--- config.mk ---
export PLATFORM = sky130hd
export DESIGN_NAME = decode_stage_flat
export DESIGN_NICKNAME = d
export VERILOG_FILES = /design/src/rtl/decode_stage_if.sv /design/src/rtl/decode_stage.sv /design/src/flat_wrapper.sv
export SDC_FILE = /design/constraint.sdc
export NUM_CORES = 1
export LEC_CHECK = 0
export ABC_AREA = 1
export CORE_ASPECT_RATIO = 0.5
export CORE_MARGIN = 4
export CORE_UTILIZATION = 40
export DETAILED_ROUTE_END_ITERATION = 12
export PLACE_DENSITY = 0.75
export SLEW_MARGIN = 25
export SYNTH_ARGS = -nofsm -noshare
export SYNTH_HDL_FRONTEND = slang
export SYNTH_SLANG_ARGS = --single-unit
--- constraint.sdc ---
create_clock -name clk -period 6.5 [get_ports clk]
set_clock_uncertainty 0.1 [all_clocks]
set_input_delay 1.3 -clock clk [delete_from_list [all_inputs] [get_ports clk]]
set_output_delay 1.3 -clock clk [all_outputs]
set_load 0.01 [all_outputs]
--- src/rtl/decode_stage_if.sv ---
// Fetch/decode/execute bundle for the decode stage, including the register-file read port.
// The slave modport is the decode stage; the master modport is its surrounding pipeline.
interface decode_stage_if;
   logic        if_valid;
   logic [15:0] if_ir;
   logic [15:0] if_pc;
   logic        if_ready;
   logic [2:0]  rf_ra1;
   logic [2:0]  rf_ra2;
   logic [15:0] rf_rd1;
   logic [15:0] rf_rd2;
   logic        flush;
   logic        id_ready;
   logic        id_valid;
   logic [15:0] id_pc;
   logic [15:0] id_a;
   logic [15:0] id_b;
   logic [15:0] id_imm;
   logic [3:0]  id_op;
   logic [2:0]  id_rd;
   logic        id_we;
   logic        id_mem_rd;
   logic        id_mem_wr;
   logic        id_branch;
   logic        id_jump;
   logic        halt_program;
   logic        illegal;

   // Both sides use valid/ready: a transfer happens on a rising edge where valid && ready,
   // and the sender holds its payload stable while valid && !ready.
   modport slave (
      input  if_valid, if_ir, if_pc, rf_rd1, rf_rd2, flush, id_ready,
      output if_ready, rf_ra1, rf_ra2, id_valid, id_pc, id_a, id_b, id_imm, id_op, id_rd,
             id_we, id_mem_rd, id_mem_wr, id_branch, id_jump, halt_program, illegal
   );

   modport master (
      output if_valid, if_ir, if_pc, rf_rd1, rf_rd2, flush, id_ready,
      input  if_ready, rf_ra1, rf_ra2, id_valid, id_pc, id_a, id_b, id_imm, id_op, id_rd,
             id_we, id_mem_rd, id_mem_wr, id_branch, id_jump, halt_program, illegal
   );
endinterface

--- src/rtl/decode_stage.sv ---
// Single-entry decode stage: decodes if_ir, reads operands, and holds one id_* bundle.
// Stalls on load-use hazards and execute back-pressure; HLT/illegal opcodes set sticky flags.
module decode_stage #(
   parameter bit ILLEGAL_HALTS = 1'b1
) (
   input logic           clk,
   input logic           rst,
   decode_stage_if.slave bus
);
   logic [3:0]  w_op;
   logic [2:0]  w_rd, w_rs1, w_rs2;
   logic [15:0] w_imm6, w_imm12;
   logic [2:0]  w_ra1, w_ra2;
   logic        w_use1, w_use2;
   logic        w_we, w_mrd, w_mwr, w_br, w_jmp;
   logic [15:0] w_imm;
   logic        w_is_halt, w_is_illegal;
   logic [15:0] w_a, w_b;
   logic        w_adv, w_hazard, w_if_ready, w_accept;

   logic        r_id_valid;
   logic [15:0] r_id_pc, r_id_a, r_id_b, r_id_imm;
   logic [3:0]  r_id_op;
   logic [2:0]  r_id_rd;
   logic        r_id_we, r_id_mem_rd, r_id_mem_wr, r_id_branch, r_id_jump;
   logic        r_halt, r_illegal;

   assign w_op    = bus.if_ir[15:12];
   assign w_rd    = bus.if_ir[11:9];
   assign w_rs1   = bus.if_ir[8:6];
   assign w_rs2   = bus.if_ir[5:3];
   assign w_imm6  = {{10{bus.if_ir[5]}}, bus.if_ir[5:0]};
   assign w_imm12 = {{4{bus.if_ir[11]}}, bus.if_ir[11:0]};

   // w_use1/w_use2 mark which read ports carry a real source; they gate operands and hazards.
   always_comb begin
      w_ra1        = w_rs1;
      w_ra2        = w_rs2;
      w_use1       = 1'b0;
      w_use2       = 1'b0;
      w_we         = 1'b0;
      w_mrd        = 1'b0;
      w_mwr        = 1'b0;
      w_br         = 1'b0;
      w_jmp        = 1'b0;
      w_imm        = 16'h0000;
      w_is_halt    = 1'b0;
      w_is_illegal = 1'b0;
      case (w_op)
         4'h0: w_we = 1'b0;
         4'h1, 4'h2, 4'h3, 4'h4: begin
            w_use1 = 1'b1;
            w_use2 = 1'b1;
            w_we   = 1'b1;
         end
         4'h5, 4'h6: begin
            w_use1 = 1'b1;
            w_we   = 1'b1;
            w_mrd  = (w_op == 4'h6);
            w_imm  = w_imm6;
         end
         4'h7: begin
            w_ra2  = w_rd;
            w_use1 = 1'b1;
            w_use2 = 1'b1;
            w_mwr  = 1'b1;
            w_imm  = w_imm6;
         end
         4'h8: begin
            w_ra1  = w_rd;
            w_ra2  = w_rs1;
            w_use1 = 1'b1;
            w_use2 = 1'b1;
            w_br   = 1'b1;
            w_imm  = w_imm6;
         end
         4'h9: begin
            w_jmp = 1'b1;
            w_imm = w_imm12;
         end
         4'hF:    w_is_halt    = 1'b1;
         default: w_is_illegal = 1'b1;
      endcase
   end

   assign w_a = (w_use1 && (w_ra1 != 3'd0)) ? bus.rf_rd1 : 16'h0000;
   assign w_b = (w_use2 && (w_ra2 != 3'd0)) ? bus.rf_rd2 : 16'h0000;

   assign w_adv      = !r_id_valid || bus.id_ready;
   assign w_hazard   = r_id_valid && r_id_mem_rd && (r_id_rd != 3'd0) &&
                       ((w_use1 && (w_ra1 == r_id_rd)) || (w_use2 && (w_ra2 == r_id_rd)));
   assign w_if_ready = w_adv && !w_hazard && !r_halt && !bus.flush;
   assign w_accept   = bus.if_valid && w_if_ready;

   always_ff @(posedge clk or posedge rst) begin
      if (rst) begin
         r_id_valid  <= 1'b0;
         r_id_pc     <= 16'h0000;
         r_id_a      <= 16'h0000;
         r_id_b      <= 16'h0000;
         r_id_imm    <= 16'h0000;
         r_id_op     <= 4'h0;
         r_id_rd     <= 3'd0;
         r_id_we     <= 1'b0;
         r_id_mem_rd <= 1'b0;
         r_id_mem_wr <= 1'b0;
         r_id_branch <= 1'b0;
         r_id_jump   <= 1'b0;
         r_halt      <= 1'b0;
         r_illegal   <= 1'b0;
      end else if (bus.flush) begin
         r_id_valid <= 1'b0;
      end else if (w_accept) begin
         if (w_is_halt) begin
            r_id_valid <= 1'b0;
            r_halt     <= 1'b1;
         end else if (w_is_illegal) begin
            r_id_valid <= 1'b0;
            r_illegal  <= 1'b1;
            if (ILLEGAL_HALTS) r_halt <= 1'b1;
         end else begin
            r_id_valid  <= 1'b1;
            r_id_pc     <= bus.if_pc;
            r_id_a      <= w_a;
            r_id_b      <= w_b;
            r_id_imm    <= w_imm;
            r_id_op     <= w_op;
            r_id_rd     <= w_rd;
            r_id_we     <= w_we && (w_rd != 3'd0);
            r_id_mem_rd <= w_mrd;
            r_id_mem_wr <= w_mwr;
            r_id_branch <= w_br;
            r_id_jump   <= w_jmp;
         end
      end else if (w_adv) begin
         r_id_valid <= 1'b0;
      end
   end

   assign bus.if_ready     = w_if_ready;
   assign bus.rf_ra1       = w_ra1;
   assign bus.rf_ra2       = w_ra2;
   assign bus.id_valid     = r_id_valid;
   assign bus.id_pc        = r_id_pc;
   assign bus.id_a         = r_id_a;
   assign bus.id_b         = r_id_b;
   assign bus.id_imm       = r_id_imm;
   assign bus.id_op        = r_id_op;
   assign bus.id_rd        = r_id_rd;
   assign bus.id_we        = r_id_we;
   assign bus.id_mem_rd    = r_id_mem_rd;
   assign bus.id_mem_wr    = r_id_mem_wr;
   assign bus.id_branch    = r_id_branch;
   assign bus.id_jump      = r_id_jump;
   assign bus.halt_program = r_halt;
   assign bus.illegal      = r_illegal;
endmodule

--- src/flat_wrapper.sv ---
// flat-port wrapper written by rule: the top's interface ports become plain ports
module decode_stage_flat 
#(
   parameter bit ILLEGAL_HALTS = 1'b1
)
  (clk, rst, bus_if_valid, bus_if_ir, bus_if_pc, bus_rf_rd1, bus_rf_rd2, bus_flush, bus_id_ready, bus_if_ready, bus_rf_ra1, bus_rf_ra2, bus_id_valid, bus_id_pc, bus_id_a, bus_id_b, bus_id_imm, bus_id_op, bus_id_rd, bus_id_we, bus_id_mem_rd, bus_id_mem_wr, bus_id_branch, bus_id_jump, bus_halt_program, bus_illegal);
  decode_stage_if bus_i ();
  input logic clk;
  input logic rst;
  input wire logic [$bits(bus_i.if_valid)-1:0] bus_if_valid;
  input wire logic [$bits(bus_i.if_ir)-1:0] bus_if_ir;
  input wire logic [$bits(bus_i.if_pc)-1:0] bus_if_pc;
  input wire logic [$bits(bus_i.rf_rd1)-1:0] bus_rf_rd1;
  input wire logic [$bits(bus_i.rf_rd2)-1:0] bus_rf_rd2;
  input wire logic [$bits(bus_i.flush)-1:0] bus_flush;
  input wire logic [$bits(bus_i.id_ready)-1:0] bus_id_ready;
  output wire logic [$bits(bus_i.if_ready)-1:0] bus_if_ready;
  output wire logic [$bits(bus_i.rf_ra1)-1:0] bus_rf_ra1;
  output wire logic [$bits(bus_i.rf_ra2)-1:0] bus_rf_ra2;
  output wire logic [$bits(bus_i.id_valid)-1:0] bus_id_valid;
  output wire logic [$bits(bus_i.id_pc)-1:0] bus_id_pc;
  output wire logic [$bits(bus_i.id_a)-1:0] bus_id_a;
  output wire logic [$bits(bus_i.id_b)-1:0] bus_id_b;
  output wire logic [$bits(bus_i.id_imm)-1:0] bus_id_imm;
  output wire logic [$bits(bus_i.id_op)-1:0] bus_id_op;
  output wire logic [$bits(bus_i.id_rd)-1:0] bus_id_rd;
  output wire logic [$bits(bus_i.id_we)-1:0] bus_id_we;
  output wire logic [$bits(bus_i.id_mem_rd)-1:0] bus_id_mem_rd;
  output wire logic [$bits(bus_i.id_mem_wr)-1:0] bus_id_mem_wr;
  output wire logic [$bits(bus_i.id_branch)-1:0] bus_id_branch;
  output wire logic [$bits(bus_i.id_jump)-1:0] bus_id_jump;
  output wire logic [$bits(bus_i.halt_program)-1:0] bus_halt_program;
  output wire logic [$bits(bus_i.illegal)-1:0] bus_illegal;
  assign bus_i.if_valid = bus_if_valid;
  assign bus_i.if_ir = bus_if_ir;
  assign bus_i.if_pc = bus_if_pc;
  assign bus_i.rf_rd1 = bus_rf_rd1;
  assign bus_i.rf_rd2 = bus_rf_rd2;
  assign bus_i.flush = bus_flush;
  assign bus_i.id_ready = bus_id_ready;
  assign bus_if_ready = bus_i.if_ready;
  assign bus_rf_ra1 = bus_i.rf_ra1;
  assign bus_rf_ra2 = bus_i.rf_ra2;
  assign bus_id_valid = bus_i.id_valid;
  assign bus_id_pc = bus_i.id_pc;
  assign bus_id_a = bus_i.id_a;
  assign bus_id_b = bus_i.id_b;
  assign bus_id_imm = bus_i.id_imm;
  assign bus_id_op = bus_i.id_op;
  assign bus_id_rd = bus_i.id_rd;
  assign bus_id_we = bus_i.id_we;
  assign bus_id_mem_rd = bus_i.id_mem_rd;
  assign bus_id_mem_wr = bus_i.id_mem_wr;
  assign bus_id_branch = bus_i.id_branch;
  assign bus_id_jump = bus_i.id_jump;
  assign bus_halt_program = bus_i.halt_program;
  assign bus_illegal = bus_i.illegal;
  decode_stage #(.ILLEGAL_HALTS(ILLEGAL_HALTS)) u_core (.clk(clk), .rst(rst), .bus(bus_i));
endmodule
==> results of run 1 <==
how the worst max path moves through the flow:
stage / start / end / slack (ns) / depth (start not counted)
after global routing: bus_if_ir[15] / bus_if_ready / 1.19 / 11
after floorplan: bus_if_ir[14] / bus_if_ready / 2.47 / 12
final: bus_if_ir[15] / bus_if_ready / 1.33 / 11
after CTS: bus_if_ir[15] / bus_if_ready / 1.35 / 11
after detailed placement: bus_if_ir[15] / bus_if_ready / 1.36 / 11
after global placement: bus_if_ir[15] / bus_if_ready / 1.42 / 11
cell type report:
cell class	count	share of cell area (%)
Clock buffer	10	4.11
Sequential cell	75	32.3
Timing Repair Buffer	161	27.6
Tap cell	135	2.91
Inverter	57	3.70
Clock inverter	5	1.34
Multi-Input combinational cell	346	28.0
layer usage:
metal | wire, µm | global-route usage (%) | vias up
met3 | 848 | 4.61 | 11
li1 | - | - | 1927
met4 | 100 | 5.30 | 0
met5 | 0 | 0 | -
met2 | 5690 | 34.1 | 149
met1 | 5490 | 29.8 | 1862
cells by family after synthesis:
family          Yosys count
buf+inv                  95
compound gates           22
simple gates            324
flops                    75
power groups by stage:
stage	Combinational, mW	Clock, mW	Sequential [mW]
after global routing	0.853	0.563	0.756
final	0.786	0.531	0.736
after CTS	0.796	0.541	0.735
after detailed placement	0.793	0	0.735
after floorplan	0.258	0	0.802
after global placement	0.781	0	0.733
flip-flops by register name (all words and copies together), names as in the netlist:
| register | count |
|---|---|
| u_core.bus.id_mem_rd | 1 |
| u_core.bus.halt_program | 1 |
| u_core.bus.id_op | 4 |
| u_core.bus.id_rd | 3 |
| u_core.bus.id_valid | 1 |
| u_core.bus.id_imm | 12 |
| u_core.bus.id_branch | 1 |
| u_core.bus.id_pc | 16 |
| u_core.bus.id_mem_wr | 1 |
| u_core.bus.id_we | 1 |
| u_core.bus.id_a | 16 |
| u_core.bus.id_b | 16 |
| u_core.bus.illegal | 1 |
| u_core.bus.id_jump | 1 |
cells in the mapped netlist:
cell type  instances  area [µm²]
a21oi_2            1        8.76
nor3_1             2        10.0
o21ai_4            1        16.3
o21ai_2            2        17.5
nand3_1           16        80.1
nor2_1            45         169
buf_4             11        82.6
o21ai_0            7        35.0
nand4_2            1        12.5
buf_2             11        55.1
nand2_2            1        6.26
a31oi_1            2        12.5
o21bai_1           2        15.0
clkbuf_1          15        56.3
o31ai_1            1        7.51
nor2_4             1        11.3
nand2_1          184         691
o31ai_2            2        25.0
nor2_2             2        12.5
a21oi_1            1        5.00
inv_1             52         195
o21ai_1            3        15.0
buf_6              1        11.3
inv_2              5        18.8
nand4_1           71         444
and2_1             1        6.26
dfrtp_1           75        1880
metrics by stage:
step           total power, mW  setup WS [ns]  hold slack (ns)  cell area (µm²)  cells
2_1_floorplan             1.06           2.47            0.409             3900    516
3_3_place_gp              1.51           1.42            0.360             5470    773
3_5_place_dp              1.53           1.36            0.359             5490    774
4_1_cts                   2.07           1.35            0.373             5810    789
5_1_grt                   2.17           1.19            0.393             5810    789
6_report                  2.05           1.33            0.367             5810    789
critical path, stage by stage:
cell and delay, ns:
clkdlybuf4s50_1 0.63, inv_2 0.09, nor2_4 0.15, nand2_2 0.21, o21ai_2 0.25, and2_1 0.16, nor2_1 0.05, nand2_1 0.09
nand2_1 0.11, a21oi_4 0.15, clkdlybuf4s50_1 0.57
==> run_results.csv, run 1 <==
group,metric,value,unit
status,status,"finished clean",
worst_setup_path,worstPathRequired,5.10,ns
cells_and_area,multi_input_area,0.00163,mm²
synth,synthAdderAreaFrac,0,%
worst_setup_path,cp.arrival,3.77,ns
grt,grt_usage,21.4,%
clocking,cts-root-buf,"clkbuf_16",
sta,finalCritPeriodShare,79.5,%
sta,finalCriticalPeriod,5.17,ns
route,drc,0,
floorplanning,dieHeight,77.8,µm
synth,synth_compound_area_share,4.05,%
route,drt.antenna.violating_nets,0,
run,max_cap_violations,0,
route,drtIter0Drc,275,
sta,hold_viol_final,0,
synth,yosys-mux-area-fraction,0,%
route,wl_per_cell,15.4,µm
placed_design,dp_hpwl,8.10,mm
synth,synth_nets,585,
clocking,post_cts_buffers,0,
synth,synth-seq-area-share,48.2,%
pwr,comb_power_share,38.3,%
cells_and_area,syn2layout_area_growth,49.1,%
min_path,min_to,"u_core.bus.id_op[2]",
sta,grt_setup_unrepaired,"no",
clocking,clockBufferDepth,2,
min_path,hold_depth,2,
clocking,cts_max_level,3,
clocking,clkSinkCount,75,
floorplanning,rows,25,
clocking,cts_hold_buf,0,
route,routed_via_density,5.01,
synth,synth_cells,516,
grt,antenna_found_initial,0,
floorplanning,initial_core_util,41.1,%
synth,ys_warn_count,0,
synth,synth-simple-area-share,37.0,%
pwr,p_int,1.39,mW
sta,slew_headroom,45.7,%
pwr,peakVddDrop,0.000170,V
clocking,cts_buffers,9,
clocking,cts_tree,"yes",
worst_setup_path,cp-end-kind,"output pin",
floorplanning,ios,155,
placed_design,port_buffers,154,
clocking,cts.clk_slew.worst_paths,0.06,ns
placed_design,place_congestion,0.890,
pwr,swShare,32.1,%
cells_and_area,mostFrequentLayoutCell,"nand2_1",
sta,setup_viol,0,
min_path,hp-start,"u_core.bus.id_op[2]",
cells_and_area,seq_area,0.00188,mm²
cells_and_area,mostFrequentLayoutCells,"nand2_1 (184), clkdlybuf4s50_1 (153), dfrtp_1 (75)",
floorplanning,die_w,148,µm
route,routed_wl,12.1,mm
pwr,p_seq_share,35.8,%
synth,ys_types,27,
synth,avgSynthCellArea,7.55,µm²
grt,grt_max_degree,76,
clocking,worstSkewPairLatency,0.33,ns
worst_setup_path,reg2reg_from,"u_core.bus.id_rd[2]",
sta,setup_tns,0,ns
grt,grt_pass1_vias,3830,
cells_and_area,utilization,61.3,%
cells_and_area,nets,719,
min_path,hold_path_class,"register to register",
clocking,cts.repair.resized,0,
worst_setup_path,reg2reg_depth,10,
route,dr.pass1.iters,5,
worst_setup_path,r2r_end,"u_core.bus.halt_program",
route,vias,3949,
worst_setup_path,cp_max_fo,11,
sta,tightest_slew,0.815,ns
worst_setup_path,worstSetupPathType,"input pin to output pin",
pwr,power_density,353,mW/mm²
grt,grt_overflow,0,
floorplanning,core,0.00948,mm²
synth,synth_xor_area_share,0,%
cells_and_area,nFillCells,819,
synth,syn_area,0.00390,mm²
cells_and_area,drive_above_1_share,6.27,%
pwr,p_sw,0.659,mW
synth,synth_top_family_by_area,"simple AND/OR/NAND/NOR gates",
synth,ys_seq_elements,75,
sta,fmax,194,MHz
pwr,clockPowerShare,25.9,%
cells_and_area,n_antenna_cell,0,
grt,grt_pass1_wl,20.0,mm
floorplanning,die_area,0.0115,mm²
worst_setup_path,r2r_slack,4.19,ns
pwr,power_leakage,2.93,nW
sta,slew_violations,0,
worst_setup_path,crit_path_start_kind,"input pin",
Note: power is estimated with default switching activity, not from simulation.
==> run 2, diff against run 1 <==
==> constraint.sdc (replaced) <==
create_clock -name clk -period 5.1 [get_ports clk]
set_clock_uncertainty 0.1 [all_clocks]
set_input_delay 1.02 -clock clk [delete_from_list [all_inputs] [get_ports clk]]
set_output_delay 1.02 -clock clk [all_outputs]
set_load 0.01 [all_outputs]
==> run_results.csv, run 2 (synthesis results as in run 1) <==
group,metric,value,unit
clocking,post_cts_buffers,0,
sta,finalCritPeriodShare,89.8,%
grt,grt_max_degree,74,
clocking,cts_hold_buf,0,
route,wl_per_cell,15.4,µm
pwr,peakVddDrop,0.000276,V
worst_setup_path,crit_path_max_incr_delay,0.65,ns
cells_and_area,mostFrequentLayoutCells,"nand2_1 (184), clkdlybuf4s50_1 (153), dfrtp_1 (75)",
worst_setup_path,cp.arrival,3.46,ns
floorplanning,rows,25,
grt,antenna_found_initial,0,
cells_and_area,final_area,0.00579,mm²
min_path,hold_path_class,"register to register",
clocking,cts-root-buf,"clkbuf_16",
route,dr.pass1.iters,4,
route,drc,0,
clocking,cts_max_level,3,
sta,grt_setup_unrepaired,"no",
sta,setup_viol,0,
floorplanning,core,0.00948,mm²
placed_design,placedInstanceArea,0.00549,mm²
clocking,cts_buffers,9,
route,drt.antenna.violating_nets,0,
floorplanning,ios,155,
worst_setup_path,cp-end-kind,"output pin",
placed_design,dpl_worst_slack,0.555,ns
route,drtIter0Drc,297,
sta,setup_tns,0,ns
pwr,power_density,446,mW/mm²
floorplanning,initial_core_util,41.1,%
worst_setup_path,worstSetupPathType,"input pin to output pin",
cells_and_area,syn2layout_area_growth,48.6,%
cells_and_area,utilization,61.1,%
grt,grt_pass1_wl,19.9,mm
placed_design,port_buffers,154,
floorplanning,dieHeight,77.8,µm
clocking,clockBufferDepth,2,
clocking,cts.clk_slew.worst_paths,0.06,ns
worst_setup_path,crit_chain,"clkdlybuf4s50_1 -> inv_2 -> nor2_4 -> nand2_2 -> o21ai_2 -> and2_1 -> nor2_1 -> nand2_1 -> nand2_1 -> a21oi_4 -> clkdlybuf4s50_1",
worst_setup_path,worstPathRequired,3.98,ns
pwr,power_leakage,2.91,nW
grt,grt_pass1_vias,3837,
grt,grt_usage,21.4,%
worst_setup_path,crit_path_start_kind,"input pin",
cells_and_area,mostFrequentLayoutCell,"nand2_1",
clocking,cts_tree,"yes",
sta,hold_viol_final,0,
sta,slew_headroom,45.6,%
route,routed_via_density,4.97,
grt,grt_overflow,0,
sta,fmax,218,MHz
run,max_cap_violations,0,
clocking,cts.repair.resized,0,
route,vias,3923,
worst_setup_path,cp_max_fo,11,
sta,fin_ws,0.522,ns
route,routed_wl,12.2,mm
sta,finalCriticalPeriod,4.58,ns
cells_and_area,nets,720,
worst_setup_path,slowest_stage,"clkdlybuf4s50_1",
clocking,clkSinkCount,75,
sta,slew_violations,0,
cells_and_area,n_antenna_cell,0,
status,status,"finished clean",
cells_and_area,drive_above_1_share,6.41,%
floorplanning,die_w,148,µm
clocking,worstSkewPairLatency,0.33,ns
floorplanning,die_area,0.0115,mm²
placed_design,dp_hpwl,8.34,mm
placed_design,place_congestion,0.920,
sta,tightest_slew,0.817,ns
pwr,p_total,2.58,mW
-- run 2: changes by cell type in the layout (fill, tap and decap cells not counted), sizes merged --
cell,change
bufinv,-1
clkbuf,+1
buf,+1
clkinv,-1
clkinvlp,+1
-- run 2: worst max-delay path: cells and delay by family --
| family | cells | cell delay [ns] |
|---|---|---|
| and+or+nand+nor | 6 | 0.73 |
| buffers and inverters | 3 | 1.31 |
| AOI/OAI and AO/OA | 2 | 0.40 |
-- run 2: metal layers --
metal	track usage [%]	part of all wire, %
met5	0	0
met4	5.11	1.0
met3	6.01	6.3
met2	34.9	47
met1	28.5	45
-- run 2: worst paths after layout --
| kind | end | from | depth (start not counted) | slack (ns) |
|---|---|---|---|---|
| max | bus_if_ready | bus_if_ir[15] | 11 | 0.52 |
| min | u_core.bus.id_b[13] | u_core.bus.id_b[13] | 2 | 0.38 |
| max reg2reg | u_core.bus.id_pc[14] | u_core.bus.id_rd[2] | 11 | 2.72 |
| min reg2reg | u_core.bus.id_b[13] | u_core.bus.id_b[13] | 2 | 0.38 |
| max in group asynchronous | u_core.bus.id_pc[14] | rst | 3 | 2.96 |
| min in group asynchronous | u_core.bus.id_b[13] | rst | 2 | 0.96 |
-- run 2: area by class of cell --
type	count	area, µm²
Tap cell	135	169
Fill cell	849	3690
Sequential cell	75	1880
Clock buffer	11	253
Inverter	57	215
Timing Repair Buffer	162	1600
Multi-Input combinational cell	346	1630
Clock inverter	4	50.0
-- run 2: power by group --
part / leakage, nW / internal [mW] / switching (mW) / total [mW]
combinational: 1.79 / 0.536 / 0.465 / 1.00
sequential: 0.980 / 0.801 / 0.136 / 0.937
clock: 0.144 / 0.402 / 0.241 / 0.642
-- run 2: stage by stage --
step / hold slack [ns] / std cells
6_report: 0.383 / 790
5_1_grt: 0.402 / 790
3_5_place_dp: 0.365 / 775
2_1_floorplan: 0.409 / 516
4_1_cts: 0.386 / 790
3_3_place_gp: 0.361 / 775
==> run 3, diff against run 2 <==
--- a/config.mk
+++ b/config.mk
@@ -11,6 +11,7 @@
 export CORE_UTILIZATION = 40
 export DETAILED_ROUTE_END_ITERATION = 12
 export PLACE_DENSITY = 0.75
+export REMOVE_ABC_BUFFERS = 1
 export SLEW_MARGIN = 25
 export SYNTH_ARGS = -nofsm -noshare
 export SYNTH_HDL_FRONTEND = slang
==> constraint.sdc (replaced) <==
create_clock -name clk -period 5.27 [get_ports clk]
set_clock_uncertainty 0.1 [all_clocks]
set_input_delay 1.054 -clock clk [delete_from_list [all_inputs] [get_ports clk]]
set_output_delay 1.054 -clock clk [all_outputs]
set_load 0.01 [all_outputs]
==> run_results.csv, run 3 (synthesis results as in run 1) <==
group,metric,value,unit
clocking,cts.clk_slew.worst_paths,0.05,ns
route,drt.antenna.violating_nets,0,
grt,grt_overflow,0,
sta,tightest_slew,0.823,ns
route,vias,4003,
cells_and_area,mostFrequentLayoutCells,"nand2_1 (184), clkdlybuf4s50_1 (153), dfrtp_1 (75)",
floorplanning,die_w,148,µm
route,drc,0,
sta,grt_setup_unrepaired,"no",
worst_setup_path,worstPathRequired,4.12,ns
pwr,swShare,31.0,%
run,max_cap_violations,0,
grt,busiest_layer,"met2",
sta,fmax,212,MHz
grt,met1_usage,28.6,%
floorplanning,initial_core_util,41.1,%
cells_and_area,n_antenna_cell,0,
worst_setup_path,cp-end-kind,"output pin",
worst_setup_path,worstSetupPathType,"input pin to output pin",
pwr,power_leakage,2.94,nW
clocking,cts-root-buf,"clkbuf_16",
floorplanning,dieHeight,77.8,µm
pwr,p_sw,0.810,mW
route,dr.pass1.iters,5,
floorplanning,die_area,0.0115,mm²
grt,grt_pass1_wl,20.0,mm
floorplanning,ios,155,
clocking,cts_hold_buf,0,
cells_and_area,nets,719,
grt,use_met2,35.3,%
cells_and_area,nFillCells,839,
clocking,worstSkewPairLatency,0.33,ns
pwr,peakVddDrop,0.000197,V
clocking,cts_tree,"yes",
worst_setup_path,cp_max_fo,11,
grt,grt_usage,21.6,%
grt,antenna_found_initial,0,
cells_and_area,utilization,61.6,%
sta,holdWs,0.367,ns
sta,hold_viol_final,0,
grt,grt_max_degree,74,
cells_and_area,mostFrequentLayoutCell,"nand2_1",
cells_and_area,drive_above_1_share,6.11,%
pwr,comb_power_share,37.3,%
pwr,clockPowerShare,28.4,%
route,routed_wl,12.3,mm
pwr,power_density,448,mW/mm²
route,wl_per_cell,15.6,µm
clocking,post_cts_buffers,0,
pwr,p_seq_share,34.3,%
sta,slew_violations,0,
placed_design,place_congestion,0.853,
clocking,cts.repair.resized,0,
pwr,p_int,1.80,mW
placed_design,port_buffers,154,
route,drtIter0Drc,315,
cells_and_area,multi_input_area,0.00163,mm²
sta,slew_headroom,45.1,%
cells_and_area,seq_area,0.00188,mm²
sta,setup_viol,0,
placed_design,dp_hpwl,8.28,mm
status,status,"finished clean",
min_path,hold_path_class,"register to register",
floorplanning,core,0.00948,mm²
cells_and_area,syn2layout_area_growth,49.7,%
route,routed_via_density,5.07,
grt,grt_use_met3,4.38,%
worst_setup_path,cp.arrival,3.57,ns
floorplanning,rows,25,
sta,finalCritPeriodShare,89.6,%
clocking,clockBufferDepth,2,
clocking,cts_max_level,3,
grt,grt_pass1_vias,3883,
clocking,cts_buffers,9,
worst_setup_path,crit_path_start_kind,"input pin",
clocking,clkSinkCount,75,
sta,finalCriticalPeriod,4.72,ns
-- run 3: stage by stage --
stage                     worst slack, ns  std cells  TNS [ns]  cell area (µm²)  power (mW)
after floorplan                    -0.188        478    -13.65             3690        1.27
final                               0.546        790         0             5830        2.61
after CTS                           0.578        790         0             5830        2.64
after global routing                0.448        790         0             5830        2.76
after detailed placement            0.585        774         0             5480        1.88
after global placement              0.699        774         0             5480        1.86
-- run 3: metal layers --
metal	up-vias	routed length (µm)
met4	0	272
met2	131	6040
met5	-	0
met1	1908	5300
li1	1937	-
met3	27	707
-- run 3: power by group through the flow --
stage	registers (mW)	clock network (mW)	logic [mW]
final	0.896	0.742	0.975
after global routing	0.925	0.784	1.06
after CTS	0.896	0.754	0.988
after detailed placement	0.902	0	0.982
after global placement	0.896	0	0.969
after floorplan	0.993	0	0.275
-- run 3: worst paths after layout --
check,startpoint,to,slack [ns],cells past startpoint
worst min register to register,u_core.bus.id_op[2],u_core.bus.id_op[2],0.37,2
worst min-delay path,u_core.bus.id_op[2],u_core.bus.id_op[2],0.37,2
min in group asynchronous,rst,u_core.bus.id_pc[13],0.96,2
max in group asynchronous,rst,u_core.bus.id_rd[0],3.04,3
worst max register to register,u_core.bus.id_valid,u_core.bus.id_op[3],2.82,8
worst max-delay path,bus_if_ir[15],bus_if_ready,0.55,11
-- run 3: worst max-delay path, cell delays in order --
cell             delay [ns]
clkdlybuf4s50_1        0.66
inv_2                  0.10
nor2_4                 0.15
nand2_2                0.20
o21ai_2                0.25
and2_1                 0.17
nor2_1                 0.05
nand2_1                0.05
nand2_1                0.09
a21oi_4                0.19
clkdlybuf4s50_1        0.59
-- run 3: cell type report --
type / count / area share [%]
Multi-Input combinational cell: 346 / 27.9
Clock inverter: 5 / 2.14
Tap cell: 135 / 2.90
Inverter: 57 / 3.67
Clock buffer: 11 / 3.99
Sequential cell: 75 / 32.2
Timing Repair Buffer: 161 / 27.2
